[config.mk]
export PLATFORM = sky130hd
export DESIGN_NAME = ai_core_dispatch_scheduler
export DESIGN_NICKNAME = d
export VERILOG_FILES = /design/src/rtl/ai_core_dispatch_scheduler.sv
export SDC_FILE = /design/constraint.sdc
export NUM_CORES = 1
export LEC_CHECK = 0
export ABC_AREA = 1
export BUFFER_PORTS_ARGS = -buffer_cell sky130_fd_sc_hd__buf_2
export CORE_AREA = 2 2 160 162
export DETAILED_ROUTE_END_ITERATION = 16
export DIE_AREA = 0 0 162 164
export GPL_ROUTABILITY_DRIVEN = 0
export PLACE_DENSITY_LB_ADDON = 0.3
export SYNTH_ARGS = -nofsm -noshare
export SYNTH_HDL_FRONTEND = slang
export SYNTH_SLANG_ARGS = --single-unit
[constraint.sdc]
create_clock -name clk -period 5.8 [get_ports clk]
set_input_delay 1.16 -clock clk [delete_from_list [all_inputs] [get_ports clk]]
set_output_delay 1.16 -clock clk [all_outputs]
set_load 0.005 [all_outputs]
[src/rtl/ai_core_dispatch_scheduler.sv]
// Shares one AI compute core between requesters: round-robin grant,
// one op in flight, wake/idle power control and DVFS freeze.
module ai_core_dispatch_scheduler #(
  parameter int NUM_REQ     = 4,
  parameter int WAKE_CYCLES = 4,
  parameter int IDLE_CYCLES = 16,
  parameter int TIMEOUT     = 8
) (
  input  logic                  clk,
  input  logic                  reset,
  input  logic [NUM_REQ-1:0]    req_valid,
  output logic [NUM_REQ-1:0]    req_ready,
  input  logic [32*NUM_REQ-1:0] req_instr,
  input  logic [32*NUM_REQ-1:0] req_data,
  output logic [NUM_REQ-1:0]    rsp_valid,
  input  logic [NUM_REQ-1:0]    rsp_ready,
  output logic [31:0]           rsp_result,
  output logic                  rsp_error,
  output logic [31:0]           core_instr,
  output logic [31:0]           core_data,
  output logic                  core_power_enable,
  output logic [3:0]            core_dvfs_level,
  input  logic [31:0]           core_result,
  input  logic                  core_done,
  input  logic [3:0]            dvfs_level_in,
  output logic                  busy
);

  localparam int IW = (NUM_REQ > 1) ? $clog2(NUM_REQ) : 1;
  localparam int WW = $clog2(WAKE_CYCLES + 1);
  localparam int DW = $clog2(IDLE_CYCLES + 1);
  localparam int EW = $clog2(TIMEOUT + 1);

  localparam logic [WW-1:0] WAKE_INIT = WW'(WAKE_CYCLES - 1);
  localparam logic [DW-1:0] IDLE_LAST = DW'(IDLE_CYCLES - 1);
  localparam logic [EW-1:0] TO_LAST   = EW'(TIMEOUT - 1);
  localparam logic [IW-1:0] REQ_LAST  = IW'(NUM_REQ - 1);

  typedef enum logic [2:0] {
    S_OFF,
    S_WAKE,
    S_ARB,
    S_EXEC,
    S_RESP
  } state_t;

  state_t        state_q, state_d;
  logic [WW-1:0] wake_q, wake_d;
  logic [DW-1:0] idle_q, idle_d;
  logic [EW-1:0] exec_q, exec_d;
  logic [IW-1:0] rr_q, rr_d;
  logic [IW-1:0] idx_q, idx_d;
  logic [31:0]   instr_q, instr_d;
  logic [31:0]   data_q, data_d;
  logic [31:0]   result_q, result_d;
  logic          error_q, error_d;
  logic [3:0]    dvfs_q, dvfs_d;

  logic          gnt_found;
  logic [IW-1:0] gnt_idx;
  logic [31:0]   g_instr;
  logic [31:0]   g_data;
  logic          g_legal;

  // Search starts at rr_q and wraps, so the last grantee goes last.
  always_comb begin
    gnt_found = 1'b0;
    gnt_idx   = '0;
    for (int k = 0; k < NUM_REQ; k++) begin
      logic [IW:0] c;
      c = {1'b0, rr_q} + (IW+1)'(k);
      if (c >= (IW+1)'(NUM_REQ)) begin
        c = c - (IW+1)'(NUM_REQ);
      end
      if (!gnt_found && req_valid[c[IW-1:0]]) begin
        gnt_found = 1'b1;
        gnt_idx   = c[IW-1:0];
      end
    end
  end

  always_comb begin
    g_instr = '0;
    g_data  = '0;
    for (int i = 0; i < NUM_REQ; i++) begin
      if (IW'(i) == gnt_idx) begin
        g_instr = req_instr[32*i +: 32];
        g_data  = req_data[32*i +: 32];
      end
    end
    g_legal = (g_instr[3:0] >= 4'd1) &&
              (g_instr[3:0] <= 4'd4);
  end

  always_comb begin
    state_d   = state_q;
    wake_d    = wake_q;
    idle_d    = '0;
    exec_d    = exec_q;
    rr_d      = rr_q;
    idx_d     = idx_q;
    instr_d   = instr_q;
    data_d    = data_q;
    result_d  = result_q;
    error_d   = error_q;
    dvfs_d    = dvfs_q;
    req_ready = '0;
    unique case (state_q)
      S_OFF: begin
        dvfs_d = dvfs_level_in;
        if (|req_valid) begin
          state_d = S_WAKE;
          wake_d  = WAKE_INIT;
        end
      end
      S_WAKE: begin
        if (wake_q == '0) begin
          state_d = S_ARB;
        end else begin
          wake_d = wake_q - 1'b1;
        end
      end
      S_ARB: begin
        dvfs_d = dvfs_level_in;
        if (gnt_found) begin
          req_ready = NUM_REQ'(1) << gnt_idx;
          instr_d   = g_instr;
          data_d    = g_data;
          idx_d     = gnt_idx;
          rr_d      = (gnt_idx == REQ_LAST) ? '0 : gnt_idx + 1'b1;
          exec_d    = '0;
          if (g_legal) begin
            state_d = S_EXEC;
          end else begin
            result_d = '0;
            error_d  = 1'b1;
            state_d  = S_RESP;
          end
        end else if (idle_q == IDLE_LAST) begin
          state_d = S_OFF;
        end else begin
          idle_d = idle_q + 1'b1;
        end
      end
      S_EXEC: begin
        exec_d = exec_q + 1'b1;
        // First EXEC cycle sees the core's stale done register.
        if (exec_q != '0 && core_done) begin
          result_d = core_result;
          error_d  = 1'b0;
          state_d  = S_RESP;
        end else if (exec_q == TO_LAST) begin
          result_d = '0;
          error_d  = 1'b1;
          state_d  = S_RESP;
        end
      end
      S_RESP: begin
        if (rsp_ready[idx_q]) begin
          state_d = S_ARB;
        end
      end
      default: state_d = S_OFF;
    endcase
  end

  always_ff @(posedge clk or posedge reset) begin
    if (reset) begin
      state_q  <= S_OFF;
      wake_q   <= '0;
      idle_q   <= '0;
      exec_q   <= '0;
      rr_q     <= '0;
      idx_q    <= '0;
      instr_q  <= '0;
      data_q   <= '0;
      result_q <= '0;
      error_q  <= 1'b0;
      dvfs_q   <= '0;
    end else begin
      state_q  <= state_d;
      wake_q   <= wake_d;
      idle_q   <= idle_d;
      exec_q   <= exec_d;
      rr_q     <= rr_d;
      idx_q    <= idx_d;
      instr_q  <= instr_d;
      data_q   <= data_d;
      result_q <= result_d;
      error_q  <= error_d;
      dvfs_q   <= dvfs_d;
    end
  end

  assign rsp_valid = (state_q == S_RESP) ?
                     NUM_REQ'(1) << idx_q : '0;
  assign rsp_result        = result_q;
  assign rsp_error         = error_q;
  assign core_instr        = (state_q == S_EXEC) ? instr_q : '0;
  assign core_data         = (state_q == S_EXEC) ? data_q : '0;
  assign core_power_enable = (state_q != S_OFF);
  assign core_dvfs_level   = dvfs_q;
  assign busy = (state_q == S_WAKE) || (state_q == S_EXEC) ||
                (state_q == S_RESP);

endmodule

==> results.yml <==
worst_setup_path:
  cp_cell_sequence: "buf_2, o21ai_0, o21ai_2, nor2_2, nand2_2, nand2_1, nand2_1, nand2_2, nor2_4, inv_2, ha_2, nand2_1, nor2_1, buf_2"
  endpoint: "req_ready[0]"
  r2r_slack_ns: 2.06
  rr_endpoint: "rsp_result[21]"
  critPathMaxFanout: 33
  startpoint_type: "input port"
  slowest_delay_ns: 0.65
  crit_start: "req_valid[1]"
  path_class: "input port to output pin"
  worst-path-buf-inv: 3
  regToRegStartpoint: "rr_q[0]"
  worst-path-stages: 14
  cp.required_ns: 4.64
  worstSetupEndpointType: "output pin"
  crit_family: "simple AND/OR/NAND/NOR gates"
  r2r_cells: 23
  timing.critical_path.mode_cell: "nand2_1"
  arrival_ns: 3.24
  cp_slowest_cell: "ha_2"
yosys:
  netlist_instances: 1055
  synthDistinctLibCells: 34
  syn_area_per_cell_um2: 7.055
  yosysWarnings: 0
  syn_area_mm2: 0.007443
  ys_ff_latch: 120
  synth_seq_area_share_pct: 40.34
  synth_nets: 1367
pwr:
  power_density_mw_per_mm2: 710.9
  max-vdd-ir-drop_mv: 0.7958
  leakagePower_nw: 5.728
cts:
  cts_tree: "done"
  h-tree-depth: 4
  cts-root-buf: "clkbuf_16"
  cts_buffer_depth: 2
  cts_resized: 0
  holdBufCountCts: 0
  cts_setup_buffers: 0
  numClockSinks: 120
  numCtsBuffers: 17
  clk_latency_ns: 0.41
  clkTransAtPathRegs_ns: 0.06
detailed_routing:
  drt-total-wl_um: 28350
  drt_iter0_drc: 524
  drc: 0
  antenna_left: 0
  vias: 8457
  detail_route.wl_per_cell_um: 16.03
  drt_pass1_iterations: 5
  vias_per_cell: 4.781
floorplan:
  dieArea_mm2: 0.02657
  row_count: 58
  die_w_um: 162
  num_io_pins: 414
  die_h_um: 164
  coreArea_mm2: 0.02482
  initial_utilization_pct: 29.99
timing:
  maxSlewHeadroom_pct: 39.30
  worst_slew_pin_slew_ns: 0.9092
  rsz0062_at_grt: "false"
  finalHoldViolCount: 0
  finalClockSkew_ns: 0.009635
  final-setup-viol-count: 0
  finalSetupTns_ns: 0
  finalMaxSlewViolations: 0
  fmax_mhz: 227.5
  min_period_over_period_pct: 75.80
  fin_crit_ns: 4.396
grt:
  grt_overflow: 0
  grt_pass1_vias: 8018
  antenna_found_initial: 5
  grt.total_usage_pct: 20.68
  grt_pass1_wl_um: 42900
  grt_max_degree: 79
layout:
  final_common_cell: "buf_2"
  final_core_util_pct: 41.48
  fillers: 2679
  fin_cells: 1769
  syn_to_final_growth_pct: 38.29
  most-common-layout-cells: "buf_2, nand2_1, o21ai_0"
  drive_above_1_share_pct: 34.19
  final_nets: 1735
flow_run:
  maxCapViolCount: 0
worst_hold_path:
  hold_class: "register to register"
  min_from: "rsp_result[18]"
status:
  status: "finished, final reports clean"
place:
  hpwl_um: 21270
  dpl.cell_count: 1733
  io_buffers: 413
-- report_power, final --
group	internal, mW	leakage (nW)	switching, mW
Clock	0.698	0.301	0.431
Combinational	1.56	3.88	3.25
Sequential	1.21	1.54	0.168
Total	3.47	5.73	3.85
-- tightest hold or removal path, cell delays in order, from the launching register on --
cell and delay (ns):
dfrtp_1 0.34, nand2_1 0.05, nand2_1 0.05
-- flip-flops by register name (all words and copies together), names as in the netlist --
signal and cells:
instr_q 32, core_dvfs_level 4, data_q 32, state_q 3, exec_q 4, rsp_result 32
idle_q 5, rsp_error 1, idx_q 2, rr_q 2, wake_q 3
-- how the worst min path moves through the flow --
| stage | endpoint | slack, ns | cells past startpoint |
|---|---|---|---|
| final | rsp_result[18] | 0.47 | 2 |
| after global routing | rsp_result[17] | 0.49 | 2 |
| after CTS | rsp_result[20] | 0.48 | 2 |
| after detailed placement | rsp_result[30] | 0.46 | 2 |
| after global placement | rsp_result[20] | 0.45 | 2 |
| after floorplan | idle_q[0] | 0.43 | 1 |
-- logic make-up (layout without fill, tap and decap cells) --
| family | count (synthesis) | in the layout | share of synthesized area (%) |
|---|---|---|---|
| AO/OA/AOI/OAI | 275 | 275 | 21.08 |
| multiplexers | 4 | 4 | 0.6051 |
| flip-flops | 120 | 120 | 40.34 |
| AND/OR/NAND/NOR | 468 | 468 | 25.79 |
| buffers and inverters | 174 | 555 | 9.985 |
| adder cells (fa/ha/maj) | 9 | 9 | 1.513 |
| XOR/XNOR | 5 | 5 | 0.6893 |
| other | 0 | 3 | 0 |
-- Yosys cell counts, drive strengths merged --
cell type | count | area share [%]
nand2 | 279 | 14
o21ai | 138 | 9.4
dfrtp | 120 | 40
inv | 98 | 4.9
nor2 | 97 | 5.2
nand3 | 84 | 5.7
a21oi | 72 | 5.1
o211ai | 61 | 6.2
clkbuf | 40 | 2.0
buf | 36 | 3.0
ha | 9 | 1.5
mux2 | 4 | 0.61
nor3 | 4 | 0.27
o22ai | 3 | 0.25
xor2 | 3 | 0.45
nand4 | 2 | 0.17
xnor2 | 2 | 0.24
a21boi | 1 | 0.15
and2 | 1 | 0.084
or2 | 1 | 0.084
-- metrics by stage --
stage                     area, µm²  hold WS [ns]  setup slack [ns]  total power [mW]
after floorplan                7443        0.4329             1.454             5.029
after global placement         9649        0.4516             1.362             6.207
after detailed placement       9649        0.4581             1.359             6.263
after CTS                     10270        0.4752             1.383             7.423
after global routing          10290        0.4866             1.067             8.145
final                         10290        0.4714             1.404             7.318
-- per-layer routing --
layer / vias up / track usage (%) / share of wire, %
li1: 4204 / - / -
met4: 2 / 6.718 / 2.1
met1: 3883 / 25.37 / 41
met5: - / 0 / 0.056
met3: 33 / 6.692 / 8.9
met2: 335 / 34.51 / 48
-- final cells by class --
cell class / count / area [µm²] / share of cell area (%)
multi-input combinational: 761 / 3710 / 36.04
tap: 330 / 412.9 / 4.011
antenna: 3 / 7.507 / 0.07293
clock buffer: 18 / 439.2 / 4.266
sequential: 120 / 3003 / 29.17
clock inverter: 14 / 182.7 / 1.775
inverter: 98 / 374.1 / 3.634
timing repair buffer: 425 / 2165 / 21.03
(Power assumes the default switching activity.)
